<file path="src/rtl/shift_add_multiplier.sv">
// Sequential shift-and-add multiplier: WIDTH x WIDTH -> 2*WIDTH product.
// One partial product per cycle through a single adder. Unsigned or
// two's-complement per operation, with valid/ready handshakes on both sides.
// Signed operands are turned into magnitudes at acceptance. The sign is
// applied once, on the final step.
module shift_add_multiplier #(
   parameter int unsigned WIDTH = 8
) (
   input  logic               clk,
   input  logic               rst,
   input  logic               in_valid,
   output logic               in_ready,
   input  logic [WIDTH-1:0]   a,
   input  logic [WIDTH-1:0]   b,
   input  logic               signed_mode,
   output logic               out_valid,
   input  logic               out_ready,
   output logic [2*WIDTH-1:0] product
);

   localparam int unsigned PW   = 2 * WIDTH;
   localparam int unsigned CntW = (WIDTH > 2) ? $clog2(WIDTH) : 1;

   typedef enum logic [1:0] {StIdle, StRun, StDone} state_e;

   state_e            state_q, state_d;
   logic [WIDTH-1:0]  mcand_q, mcand_d;
   logic [WIDTH-1:0]  mplier_q, mplier_d;
   logic              neg_q, neg_d;
   logic [PW-1:0]     acc_q, acc_d;
   logic [PW-1:0]     product_q, product_d;
   logic [CntW-1:0]   count_q, count_d;

   logic [WIDTH-1:0]  a_mag, b_mag;
   logic [PW-1:0]     addend, acc_sum;
   logic              last_step;

   // Operand magnitudes and the single shared adder
   always_comb begin
      a_mag     = (signed_mode && a[WIDTH-1]) ? (~a + 1'b1) : a;
      b_mag     = (signed_mode && b[WIDTH-1]) ? (~b + 1'b1) : b;
      addend    = mplier_q[count_q] ? ({{WIDTH{1'b0}}, mcand_q} << count_q) : '0;
      acc_sum   = acc_q + addend;
      last_step = (count_q == CntW'(WIDTH - 1));
   end

   // Next-state logic. Outputs decode from state only.
   always_comb begin
      state_d   = state_q;
      mcand_d   = mcand_q;
      mplier_d  = mplier_q;
      neg_d     = neg_q;
      acc_d     = acc_q;
      product_d = product_q;
      count_d   = count_q;
      unique case (state_q)
         StIdle: begin
            if (in_valid) begin
               mcand_d  = a_mag;
               mplier_d = b_mag;
               neg_d    = signed_mode & (a[WIDTH-1] ^ b[WIDTH-1]);
               acc_d    = '0;
               count_d  = '0;
               state_d  = StRun;
            end
         end
         StRun: begin
            acc_d   = acc_sum;
            count_d = count_q + 1'b1;
            if (last_step) begin
               // Final add and conditional negate land in the same cycle
               product_d = neg_q ? (~acc_sum + 1'b1) : acc_sum;
               state_d   = StDone;
            end
         end
         StDone: begin
            if (out_ready) state_d = StIdle;
         end
         default: state_d = StIdle;
      endcase
   end

   // State and datapath registers with asynchronous reset
   always_ff @(posedge clk or posedge rst) begin
      if (rst) begin
         state_q   <= StIdle;
         mcand_q   <= '0;
         mplier_q  <= '0;
         neg_q     <= 1'b0;
         acc_q     <= '0;
         product_q <= '0;
         count_q   <= '0;
      end else begin
         state_q   <= state_d;
         mcand_q   <= mcand_d;
         mplier_q  <= mplier_d;
         neg_q     <= neg_d;
         acc_q     <= acc_d;
         product_q <= product_d;
         count_q   <= count_d;
      end
   end

   // Output decode
   always_comb begin
      in_ready  = (state_q == StIdle);
      out_valid = (state_q == StDone);
      product   = product_q;
   end

endmodule

</file>
<file path="config.mk">
export PLATFORM = sky130hd
export DESIGN_NAME = shift_add_multiplier
export DESIGN_NICKNAME = d
export VERILOG_FILES = /design/src/rtl/shift_add_multiplier.sv
export SDC_FILE = /design/constraint.sdc
export NUM_CORES = 1
export LEC_CHECK = 0
export CAP_MARGIN = 20
export CORE_AREA = 2 2 113 93
export CTS_CLUSTER_DIAMETER = 60
export DETAILED_ROUTE_END_ITERATION = 7
export DIE_AREA = 0 0 115 95
export GPL_TIMING_DRIVEN = 1
export SYNTH_ARGS = -nofsm -noshare
export SYNTH_HDL_FRONTEND = slang
export SYNTH_SLANG_ARGS = --single-unit
</file>
<file path="constraint.sdc">
create_clock -name clk -period 4.8 [get_ports clk]
set_input_delay 0.96 -clock clk [delete_from_list [all_inputs] [get_ports clk]]
set_output_delay 0.96 -clock clk [all_outputs]
set_load 0.02 [all_outputs]
</file>
==> results.toml <==
[floorplanning]
die_area_um2 = 10900
io_pins = 39
die_width_um = 115
start_util = 0.385
rows = 33
die_height_um = 95
core_um2 = 9910

[pwr]
powerDensity_nw_per_um2 = 728
total_power_mw = 3.27
peakVddDrop_v = 0.000209
leakage_nw = 2.01

[placement]
io_buffers = 38
post-place-ws_ns = 0.587
place.gp.congestion = 0.843
place_area_um2 = 4310
place_hpwl_um = 6490
placed_cells = 594

[critical_path]
crit_start = "count_q[0]$_DFFE_PP0P_"
start_kind = "flop"
path_cells = "mux4_2 > nand2_1 > and2_1 > a21oi_1 > ha_1 > a21oi_2 > nand2_1 > or4_4 > o211ai_2 > and4bb_4 > nand4_4 > o31ai_4 > xnor2_1 > o21ai_1"
cp.buffers_inverters = 0
rr_worst_depth = 14
crit_path_top_delay_cell = "dfrtp_1"
cp_common_cell = "nand2_1"
path_delay_family = "simple AND/OR/NAND/NOR gates"
r2r_start = "count_q[0]$_DFFE_PP0P_"
path_class = "flop to flop"
cp.required_ns = 4.95
cp-end-kind = "flop"
cp.arrival_ns = 4.37
path_depth = 14
cp_max_fo = 19
endpoint = "product[14]$_DFFE_PP0P_"
r2r-end = "product[14]$_DFFE_PP0P_"
r2r_slack_ns = 0.58
crit_path_max_incr_delay_ns = 0.72

[sta]
slew_headroom = 0.422
worst_pin_slew_ns = 0.865
fmax_mhz = 237
finalCritPeriodShare = 0.880
finalClockSkew_ns = 0.00865
whs_ns = 0.479
setup-tns-final_ns = 0
drv_slew = 0
rsz0062_at_grt = "false"
fin_ws_ns = 0.576
final.min_clock_period_ns = 4.22
hold_violations = 0
finalSetupViolCount = 0

[logic_synthesis]
synth_area_um2 = 3820
synth_cell_types = 55
synth.avg_cell_area_um2 = 8.45
syn_nets = 494
synth_top_family_by_area = "simple AND/OR/NAND/NOR gates"
synth_top_cell_area_share = 0.354
synth_compound_area_frac = 0.184
synth-simple-area-share = 0.218
async_reset_ff_frac = 1.00
synth.area.top_cells = "dfrtp_1, ha_1, nand2_1"
synthAdderAreaFrac = 0.0708
synth-edff-count = 0
yosys_warnings = 0
muxShareOfSynthArea = 0.0445
ys_seq_area_frac = 0.354
synthXorXnorAreaFrac = 0.0888
synth_cells = 452
ys_ff_latch = 54
ys.flop_type = "dfrtp_1"
yosys.area.top_type = "dfrtp_1"

[global_route]
grt_max_degree = 55
grt_use_total = 0.165
grt_overflow = 0
grt_pass1_vias = 2934
antenna_found_initial = 0
grt_pass1_wl_um = 14500

[route]
drtIter0Drc = 207
dr.pass1.iters = 4
drt-wirelength-per-cell_um = 14.2
top_layer = "met4"
vias = 3200
wl_um = 8530
drt.antenna.violating_nets = 0
dr_wl_met3_um = 357
wl_met2_um = 3650
viasPerCell = 5.31
remaining_drc_errors = 0
m1WireLength_um = 4460

[cells_and_area]
multiInputGateArea_um2 = 2320
design_area_um2 = 4490
layout.nets = 522
final_cells = 603
final.fill_count = 948
diodes = 0
utilization = 0.454
drive_gt1_frac = 0.0769
regArea_um2 = 1350
area_growth_syn_to_layout_pct = 17.7

[clocking]
cts_buffer_depth = 2
clk_pin_slew_ns = 0.07
numCtsBuffers = 5
cts_root_buf = "clkbuf_16"
clk_latency_ns = 0.30
holdBufCountCts = 0
cts_resized = 0
cts_setup_buffers = 0
tritoncts = "built"
ctsHtreeMaxLevel = 2
cts_sinks = 54

[min_path]
min_path_type = "flop to flop"

[run_status]
outcome = "finished, final reports clean"

[job]
drv_cap = 0
-- cells in the mapped netlist, types with 3 or more instances --
master / instances
a211oi_1: 4
a21o_1: 9
a21oi_1: 16
and3_1: 3
clkbuf_1: 20
dfrtp_1: 54
ha_1: 20
inv_1: 16
mux2_2: 4
mux2i_1: 8
nand2_1: 65
nand2b_1: 4
nand3_1: 34
nor2_1: 38
nor2b_1: 4
nor3_1: 8
o21a_1: 3
o21ai_0: 43
o21ai_1: 13
o31ai_1: 6
or3_1: 4
xnor2_1: 25
xor2_1: 10
-- where the power goes --
part | internal [mW] | switching [mW]
clock | 0.250 | 0.177
sequential | 0.656 | 0.193
combinational | 0.856 | 1.14
total | 1.76 | 1.51
-- sequential cells by signal (all words and copies together) (netlist names) --
name      count
state_q       2
count_q       3
mcand_q       8
neg_q         1
acc_q        16
mplier_q      8
product      16
-- how the worst min path moves through the flow --
stage / from / cells past startpoint / endpoint / slack, ns
after global placement: product[7]$_DFFE_PP0P_ / 2 / product[7]$_DFFE_PP0P_ / 0.46
after detailed placement: product[7]$_DFFE_PP0P_ / 2 / product[7]$_DFFE_PP0P_ / 0.47
after CTS: product[7]$_DFFE_PP0P_ / 2 / product[7]$_DFFE_PP0P_ / 0.49
after floorplan: mplier_q[7]$_DFFE_PP0P_ / 2 / mplier_q[7]$_DFFE_PP0P_ / 0.44
final: product[7]$_DFFE_PP0P_ / 2 / product[7]$_DFFE_PP0P_ / 0.48
after global routing: product[7]$_DFFE_PP0P_ / 2 / product[7]$_DFFE_PP0P_ / 0.51
-- routing by layer --
| metal | GRT usage | vias up |
|---|---|---|
| met5 | 0 | - |
| met4 | 0.0392 | 0 |
| met3 | 0.0225 | 7 |
| met2 | 0.256 | 77 |
| met1 | 0.243 | 1468 |
| li1 | - | 1648 |
-- kinds of logic (layout without fill, tap and decap cells) --
group                    Yosys count  in the layout
AND/OR/NAND/NOR                  175            175
AO/OA/AOI/OAI                    111            111
flip-flops                        54             54
buffers and inverters             40             69
XOR/XNOR                          37             37
adder cells (fa/ha/maj)           21             21
multiplexers                      14             14
-- area by class of cell --
class | count | area share
Clock buffer | 5 | 0.0278
Multi-Input combinational cell | 358 | 0.515
Inverter | 16 | 0.0134
Sequential cell | 54 | 0.301
Clock inverter | 3 | 0.0109
Tap cell | 122 | 0.0340
Timing Repair Buffer | 45 | 0.0980
-- cells in the final DEF (no fill, tap or decap), types with 10 or more instances in the layout --
cell and n:
nor2_1 38, ha_1 20, clkdlybuf4s50_1 38, o21ai_1 13, nand3_1 34, nand2_1 65
dfrtp_1 54, xor2_1 10, xnor2_1 25, inv_1 15, a21oi_1 16, o21ai_0 43
-- worst reg2reg max path: cells and delay by family (launching register included) --
kind                     cells  cell delay (ns)
AND/OR/NAND/NOR              6             1.50
XOR/XNOR                     1             0.16
flip-flops                   1             0.72
AO/OA/AOI/OAI                5             0.71
adder cells (fa/ha/maj)      1             0.39
multiplexers                 1             0.59
Power figures use the tool's default switching activity.
